===== src/rtl/stack_arbiter.sv =====
// stack_arbiter: shares one external stack between two requesters.
// Round-robin grant, one transaction in flight, registered outputs, and an
// occupancy counter (Level) kept independently of the stack's own flags.
//
// Handshake: a requester holds Req_Valid[i] (with Req_Op/Req_Data stable)
// until it sees the one-cycle Req_Ready[i] pulse. After that pulse it must
// drop or replace the request. Completion is the one-cycle Resp_Valid[i]
// pulse, which carries Resp_Err and Resp_Data.
module stack_arbiter #(
    parameter int DATA_W = 4,
    parameter int DEPTH  = 8,
    parameter int LVL_W  = 4
) (
    input  logic                Clk,
    input  logic                RstN,
    input  logic [1:0]          Req_Valid,
    input  logic [1:0]          Req_Op,
    input  logic [2*DATA_W-1:0] Req_Data,
    output logic [1:0]          Req_Ready,
    output logic [1:0]          Resp_Valid,
    output logic [DATA_W-1:0]   Resp_Data,
    output logic                Resp_Err,
    output logic                Stk_Push,
    output logic                Stk_Pop,
    output logic [DATA_W-1:0]   Stk_Data_In,
    input  logic [DATA_W-1:0]   Stk_Data_Out,
    input  logic                Stk_Full,
    input  logic                Stk_Empty,
    output logic [LVL_W-1:0]    Level,
    output logic [1:0]          dbg_state
);

    typedef enum logic [1:0] {
        IDLE = 2'd0,
        EXEC = 2'd1,
        CAPT = 2'd2,
        RESP = 2'd3
    } state_t;

    state_t state, state_nxt;

    // Latched transaction: winner, op (1 = pop) and illegal-op flag.
    logic cur_w, cur_op, cur_err;
    // Last granted requester; the other one wins a tie.
    logic rr_last;

    logic win, win_op, win_err, accept;
    logic [1:0]        ready_nxt, resp_valid_nxt;
    logic              push_nxt, pop_nxt, resp_err_nxt;
    logic [DATA_W-1:0] resp_data_nxt;

    assign dbg_state = state;

    // Winner selection and error classification for the request seen in IDLE.
    always_comb begin
        accept  = |Req_Valid;
        win     = 1'b0;
        if (Req_Valid == 2'b10)
            win = 1'b1;
        else if (Req_Valid == 2'b11)
            win = ~rr_last;
        win_op  = Req_Op[win];
        win_err = win_op ? Stk_Empty : Stk_Full;
    end

    // Next state and next values of the registered outputs.
    always_comb begin
        state_nxt      = state;
        ready_nxt      = 2'b00;
        push_nxt       = 1'b0;
        pop_nxt        = 1'b0;
        resp_valid_nxt = 2'b00;
        resp_err_nxt   = 1'b0;
        resp_data_nxt  = '0;
        case (state)
            IDLE: begin
                if (accept) begin
                    state_nxt      = EXEC;
                    ready_nxt[win] = 1'b1;
                    push_nxt       = !win_op && !win_err;
                    pop_nxt        = win_op && !win_err;
                end
            end
            EXEC: begin
                if (cur_op && !cur_err) begin
                    state_nxt = CAPT;
                end else begin
                    state_nxt             = RESP;
                    resp_valid_nxt[cur_w] = 1'b1;
                    resp_err_nxt          = cur_err;
                end
            end
            CAPT: begin
                state_nxt             = RESP;
                resp_valid_nxt[cur_w] = 1'b1;
                resp_data_nxt         = Stk_Data_Out;
            end
            RESP: begin
                state_nxt = IDLE;
            end
            default: state_nxt = IDLE;
        endcase
    end

    // State register.
    always_ff @(posedge Clk or negedge RstN) begin
        if (!RstN)
            state <= IDLE;
        else
            state <= state_nxt;
    end

    // Registered outputs: pulses follow the state they belong to.
    always_ff @(posedge Clk or negedge RstN) begin
        if (!RstN) begin
            Req_Ready  <= 2'b00;
            Resp_Valid <= 2'b00;
            Resp_Err   <= 1'b0;
            Resp_Data  <= '0;
            Stk_Push   <= 1'b0;
            Stk_Pop    <= 1'b0;
        end else begin
            Req_Ready  <= ready_nxt;
            Resp_Valid <= resp_valid_nxt;
            Resp_Err   <= resp_err_nxt;
            Resp_Data  <= resp_data_nxt;
            Stk_Push   <= push_nxt;
            Stk_Pop    <= pop_nxt;
        end
    end

    // Latch the accepted request; Stk_Data_In holds until the next accept.
    always_ff @(posedge Clk or negedge RstN) begin
        if (!RstN) begin
            cur_w       <= 1'b0;
            cur_op      <= 1'b0;
            cur_err     <= 1'b0;
            rr_last     <= 1'b1;
            Stk_Data_In <= '0;
        end else if (state == IDLE && accept) begin
            cur_w       <= win;
            cur_op      <= win_op;
            cur_err     <= win_err;
            rr_last     <= win;
            Stk_Data_In <= Req_Data[(win ? DATA_W : 0) +: DATA_W];
        end
    end

    // Occupancy tracks the strobe issued in EXEC, clamped to 0..DEPTH.
    always_ff @(posedge Clk or negedge RstN) begin
        if (!RstN) begin
            Level <= '0;
        end else if (state == EXEC && !cur_err) begin
            if (!cur_op && Level < LVL_W'(DEPTH))
                Level <= Level + LVL_W'(1);
            else if (cur_op && Level != '0)
                Level <= Level - LVL_W'(1);
        end
    end

endmodule

===== config.mk =====
export PLATFORM = sky130hd
export DESIGN_NAME = stack_arbiter
export DESIGN_NICKNAME = d
export VERILOG_FILES = /design/src/rtl/stack_arbiter.sv
export SDC_FILE = /design/constraint.sdc
export NUM_CORES = 1
export LEC_CHECK = 0
export BUFFER_PORTS_ARGS = -buffer_cell sky130_fd_sc_hd__clkbuf_2
export CELL_PAD_IN_SITES_DETAIL_PLACEMENT = 0
export CELL_PAD_IN_SITES_GLOBAL_PLACEMENT = 1
export CORE_ASPECT_RATIO = 1.4
export CORE_MARGIN = 5
export CORE_UTILIZATION = 25
export CTS_CLUSTER_SIZE = 14
export DETAILED_ROUTE_END_ITERATION = 16
export HOLD_SLACK_MARGIN = 0.02
export PLACE_DENSITY = 0.68
export SLEW_MARGIN = 20
export SYNTH_ARGS = -nofsm -noshare
export SYNTH_HDL_FRONTEND = slang
export SYNTH_SLANG_ARGS = --single-unit
export TNS_END_PERCENT = 5

===== constraint.sdc =====
create_clock -name Clk -period 3.9 [get_ports Clk]
set_input_delay 0.39 -clock Clk [delete_from_list [all_inputs] [get_ports Clk]]
set_output_delay 0.39 -clock Clk [all_outputs]
set_load 0.02 [all_outputs]

==> impl_metrics.ini, run 1 <==
[synth]
dominantRegCellSynth = sky130_fd_sc_hd__dfrtp_1
synth_area_leaders = sky130_fd_sc_hd__dfrtp_1 (51%), sky130_fd_sc_hd__o21ai_0 (5.5%), sky130_fd_sc_hd__ha_1 (5.3%)
yosys.area.top_type = sky130_fd_sc_hd__dfrtp_1
yosysUniqueCellTypes = 33
synthesis.nets = 134
yosysMostFrequentCell = sky130_fd_sc_hd__dfrtp_1
synthesis.area_per_instance_um2 = 10.9
syn-cell-area_um2 = 1180
synthTopCellsByCount = sky130_fd_sc_hd__dfrtp_1 (24), sky130_fd_sc_hd__o21ai_0 (13), sky130_fd_sc_hd__nand2_1 (11)
ys.warnings.count = 0
synth-edff-count = 0
synth.top_cell.area_share = 0.510
ys_seq_area_frac = 0.532
ys_seq_elements = 25
synth-async-reset-ratio = 1.00
synthesis.instances = 108

[grt]
global_route_wire_length_before_repair_um = 4420
globalRoute.totalOverflow = 0
via_count_of_the_first_global_routing_pass = 1022
antenna_found_initial = 0
grt_util_all_layers = 0.0910
grt_max_degree = 26

[die]
die_y_um = 91.2
die_area_um2 = 6210
chipWidth_um = 68.0
floorplan.core_area_um2 = 4570
placementRows = 29
ioPinCount = 41
starting_density = 0.258

[timing]
hold_viol = 0
timing.max_slew.rel_slack = 0.307
timing_worst_slew_pin_value_ns = 1.03
min_period_ns = 1.92
rsz0062_at_grt = false
maxSlewViolCount = 0
period_share = 0.493
postLayoutSetupSlackWorst_ns = 1.98
setup_viol_count_final = 0
skew_ns = 0.00136
setup-tns-final_ns = 0
fmax_ghz = 0.520

[pwr]
ir_worst_vdd_mv = 0.241
finalPower_uw = 1130
cellLeakagePower_uw = 0.000735
power_density_nw_per_um2 = 757

[detailed_routing]
detail_route.wirelength_um = 2640
dr.pass1.iters = 3
routed_wire_length_per_instance_um = 12.5
post-route-drc-count = 0
dr.first_iter.drc_count = 45
vias = 940
mean_number_of_vias_per_cell = 4.43
drtAntennaViolNets = 0

[clock_network]
clock_latency_ns = 0.27
ctsHtreeMaxLevel = 1
clock_buffer_count_from_cts = 3
clk_slew_on_worst_s_h_paths_ns = 0.09
cts_resized = 0
clock_tree_from_tritoncts = yes
ctsHoldBuffers = 0
cts.sink_count = 25
clock_path_buffers = 2
post-cts-setup-buffer-count = 0
clock_tree.root_cell = sky130_fd_sc_hd__clkbuf_8

[final_layout]
antenna_diode_count = 0
final_util = 0.327
post_route_cells_drive_above_1_share = 0.347
flow.area_growth_from_synthesis_pct = 27.0
final_standard_cell_count_with_taps_included_and_fillers_excluded = 212
design.final.nets = 177

[worst_setup_path]
cp.arrival_ns = 2.07
critical_path_required_ns = 4.05
timing.critical_path.fanout_max = 10
end_kind = register
crit_start_category = register
class_of_the_most_critical_setup_path = reg2reg

[placed_design]
numPortBuffers = 40
dp.cells = 208
gpl.final_weighted_congestion = 0.644
dp.final_hpwl_um = 2130
place_ws_ns = 1.99

[outcome]
result_of_the_run = finished, final reports clean

[job]
max_capacitance_violation_total = 0

[min_path]
worst_hold_path_type = in2async
==> state kept, by name, indices dropped and copies added (netlist names) <==
register     flops
Level            4
Req_Ready        2
Resp_Data        4
Resp_Err         1
Resp_Valid       2
Stk_Data_In      4
Stk_Pop          1
Stk_Push         1
cur_err          1
cur_op           1
cur_w            1
dbg_state        2
rr_last          1
==> critical path, stage by stage, from the launching register on <==
cell and delay, ns:
sky130_fd_sc_hd__dfrtp_1 0.51, sky130_fd_sc_hd__or2_2 0.37, sky130_fd_sc_hd__ha_1 0.28, sky130_fd_sc_hd__a21o_2 0.21
sky130_fd_sc_hd__a21oi_1 0.20, sky130_fd_sc_hd__or3_1 0.14, sky130_fd_sc_hd__nand4_1 0.10
==> final timing paths <==
kind | startpoint | to | slack [ns] | cells past startpoint
max | Level[3] | Level[3] | 1.98 | 6
min in group Clk | Stk_Empty | Stk_Pop | 0.30 | 2
min reg2reg | cur_w | Resp_Valid[0] | 0.47 | 1
max in group asynchronous | RstN | Stk_Data_In[3] | 3.38 | 1
max reg2reg | Level[3] | Level[3] | 1.98 | 6
min | RstN | Resp_Valid[0] | 0.12 | 1
==> per-layer routing <==
metal / vias to the layer above / GRT usage / part of all wire
li1: 457 / - / -
met1: 453 / 0.0965 / 0.38
met2: 26 / 0.167 / 0.55
met3: 4 / 0.0222 / 0.059
met4: 0 / 0.0332 / 0.0098
met5: - / 0 / 0
==> cells by family after synthesis <==
group,count (synthesis),synth area share
flip-flops,25,0.532
adder cells (fa/ha/maj),6,0.0701
AND/OR/NAND/NOR,35,0.160
AO/OA/AOI/OAI,29,0.157
multiplexers,6,0.0520
buffers and inverters,6,0.0212
XOR/XNOR,1,0.00743
==> per-stage QoR <==
step	area (µm²)	hold slack, ns
floorplan	1180	0.0944
global placement	1450	0.429
detailed placement	1450	0.440
CTS	1500	0.138
global route	1500	0.165
finish	1500	0.117
==> final cells by class <==
type                       count  area, µm²
clock buffer                   3       41.3
clock inverter                 1       8.76
fill                         502       3080
inverter                       4       15.0
multi-input combinational     77        527
sequential                    25        627
tap                           62       77.6
timing repair buffer          40        200
==> layout by cell type, fill, tap and decap left out, drive strengths merged <==
master,n
nand2,11
inv,5
o21a,1
nor3b,1
mux2i,5
fa,1
nor2b,1
a31oi,1
ha,5
and2,6
nor2,8
a21boi,1
nand4,2
mux2,1
o21ai,15
a21o,2
a2111o,1
xor2,1
dfrtp,24
a21oi,5
o22a,1
a22oi,1
clkbuf,43
or3,2
nand2b,2
nor3,1
or2,1
dfstp,1
o32ai,1
==> power breakdown <==
part,switching [µW],internal [µW]
Sequential,84.9,363
Clock,87.1,74.8
Combinational,322,200
Power figures use the tool's default switching activity.
==> run 2, diff against run 1 <==
- PLACE_DENSITY: 0.68 -> 0.7
- clock period: 3.9 -> 1.76 ns (I/O delays scaled with it)
==> impl_metrics.ini, run 2 (synthesized netlist as in run 1, its figures left out) <==
[timing]
timing.max_slew.rel_slack = 0.583
setup_viol_count_final = 0
whs_ns = 0.0864
period_share = 0.938
skew_ns = 0.00358
timing_worst_slew_pin_value_ns = 0.626
postLayoutSetupSlackWorst_ns = 0.110
setup-tns-final_ns = 0
fmax_ghz = 0.606
hold_viol = 0
maxSlewViolCount = 0
rsz0062_at_grt = false
min_period_ns = 1.65

[detailed_routing]
routed_wire_length_per_instance_um = 12.1
post-route-drc-count = 0
detail_route.wirelength_um = 2620
dr.pass1.iters = 2
dr.first_iter.drc_count = 30
vias = 939
drtAntennaViolNets = 0
mean_number_of_vias_per_cell = 4.35

[min_path]
whs_path_depth = 2
worst_hold_path_type = in2reg
hold_start = Stk_Empty

[worst_setup_path]
timing.rr.start = cur_op
cp.arrival_ns = 1.81
end_kind = register
cp_startpoint = cur_op
critical_path_required_ns = 1.92
class_of_the_most_critical_setup_path = reg2reg
minimum_setup_slack_among_reg_to_reg_paths_ns = 0.11
timing.critical_path.fanout_max = 3
crit_start_category = register
r2r.worst_path.cells = 6

[grt]
globalRoute.totalOverflow = 0
grt_util_all_layers = 0.0971
via_count_of_the_first_global_routing_pass = 1054
global_route_wire_length_before_repair_um = 4640
antenna_found_initial = 0
grt_max_degree = 26

[placed_design]
gpl.final_weighted_congestion = 0.691
dp.final_hpwl_um = 2040
place_ws_ns = 0.0800
numPortBuffers = 40

[die]
placementRows = 29
die_area_um2 = 6210
chipWidth_um = 68.0
die_y_um = 91.2
ioPinCount = 41
starting_density = 0.258
floorplan.core_area_um2 = 4570

[pwr]
clkPwrFrac = 0.137
cellLeakagePower_uw = 0.000751
p_int_uw = 1450
comb_power_share = 0.483
netSwitchingPower_uw = 1100
swShare = 0.431
pwr-share-seq = 0.380
power_density_nw_per_um2 = 1670
ir_worst_vdd_mv = 0.472

[final_layout]
antenna_diode_count = 0
final_cell_mix = sky130_fd_sc_hd__clkbuf_2 (40), sky130_fd_sc_hd__dfrtp_1 (23), sky130_fd_sc_hd__o21ai_0 (13)
largest_registers_ranked_by_flip_flop_count = Level (4), Resp_Data (4), Stk_Data_In (4)
flow.area_growth_from_synthesis_pct = 29.9
post_route_cells_drive_above_1_share = 0.364
design.final.nets = 181
final_util = 0.335
layout_commonest_cell = sky130_fd_sc_hd__clkbuf_2

[job]
max_capacitance_violation_total = 0

[clock_network]
post-cts-setup-buffer-count = 0
clock_path_buffers = 2
clock_tree_from_tritoncts = yes
clk_slew_on_worst_s_h_paths_ns = 0.09
cts.sink_count = 25
clock_buffer_count_from_cts = 3
ctsHtreeMaxLevel = 1
clock_tree.root_cell = sky130_fd_sc_hd__clkbuf_8
clock_latency_ns = 0.27

[outcome]
result_of_the_run = finished, final reports clean
## run 2: changes by cell type in the layout (fill, tap and decap cells not counted), sizes merged
cell,change
clkbuf,+1
inv,-1
buf,+3
dlygate4sd3,+1
## run 2: worst paths after layout
check                                 to
max reg2reg                     Level[3]
min reg2reg                Resp_Valid[0]
min                              Stk_Pop
min in group asynchronous   Resp_Data[1]
max                             Level[3]
max in group asynchronous       Level[3]
## run 2: power by group through the flow
| stage | combinational [µW] | clock (µW) | sequential [µW] |
|---|---|---|---|
| finish | 1230 | 348 | 970 |
| global route | 1390 | 378 | 1010 |
| CTS | 1240 | 362 | 974 |
| detailed placement | 1230 | 0 | 983 |
| global placement | 1180 | 0 | 972 |
| floorplan | 602 | 0 | 1190 |
## run 2: what timing repair did
action,CTS,global route
endpoints found under the hold margin,24,0
hold buffers,1,0
endpoints found under the setup margin,0,1
gates resized for setup,0,1
## run 2: final cells by class
class / count / area (µm²)
inverters: 4 / 15.0
clock buffers: 4 / 45.0
well taps: 62 / 77.6
flip-flops and latches: 25 / 628
fillers: 511 / 3040
multi-input cells: 77 / 533
repair buffers: 44 / 233
## run 2: per-layer routing
metal  vias up  wire [µm]  track usage  share of wire
li1        467          -            -              -
met1       442       1100        0.111           0.42
met2        26       1340        0.166           0.51
met3         4        106       0.0136          0.040
met4         0         70       0.0547          0.027
met5         -          0            0              0
## run 2: critical path, cell delays in order (launching register included)
cell and delay [ns]:
sky130_fd_sc_hd__dfrtp_1 0.39, sky130_fd_sc_hd__or2_4 0.27, sky130_fd_sc_hd__ha_1 0.28, sky130_fd_sc_hd__a21o_2 0.22, sky130_fd_sc_hd__a21oi_2 0.16, sky130_fd_sc_hd__or3_1 0.12, sky130_fd_sc_hd__nand4_1 0.08
## run 2: stage by stage
| stage | instances | total power, µW | cell area, µm² |
|---|---|---|---|
| 2_1_floorplan | 108 | 1790 | 1180 |
| 3_3_place_gp | 211 | 2150 | 1470 |
| 3_5_place_dp | 211 | 2220 | 1470 |
| 4_1_cts | 216 | 2580 | 1530 |
| 5_1_grt | 216 | 2770 | 1530 |
| 6_report | 216 | 2550 | 1530 |
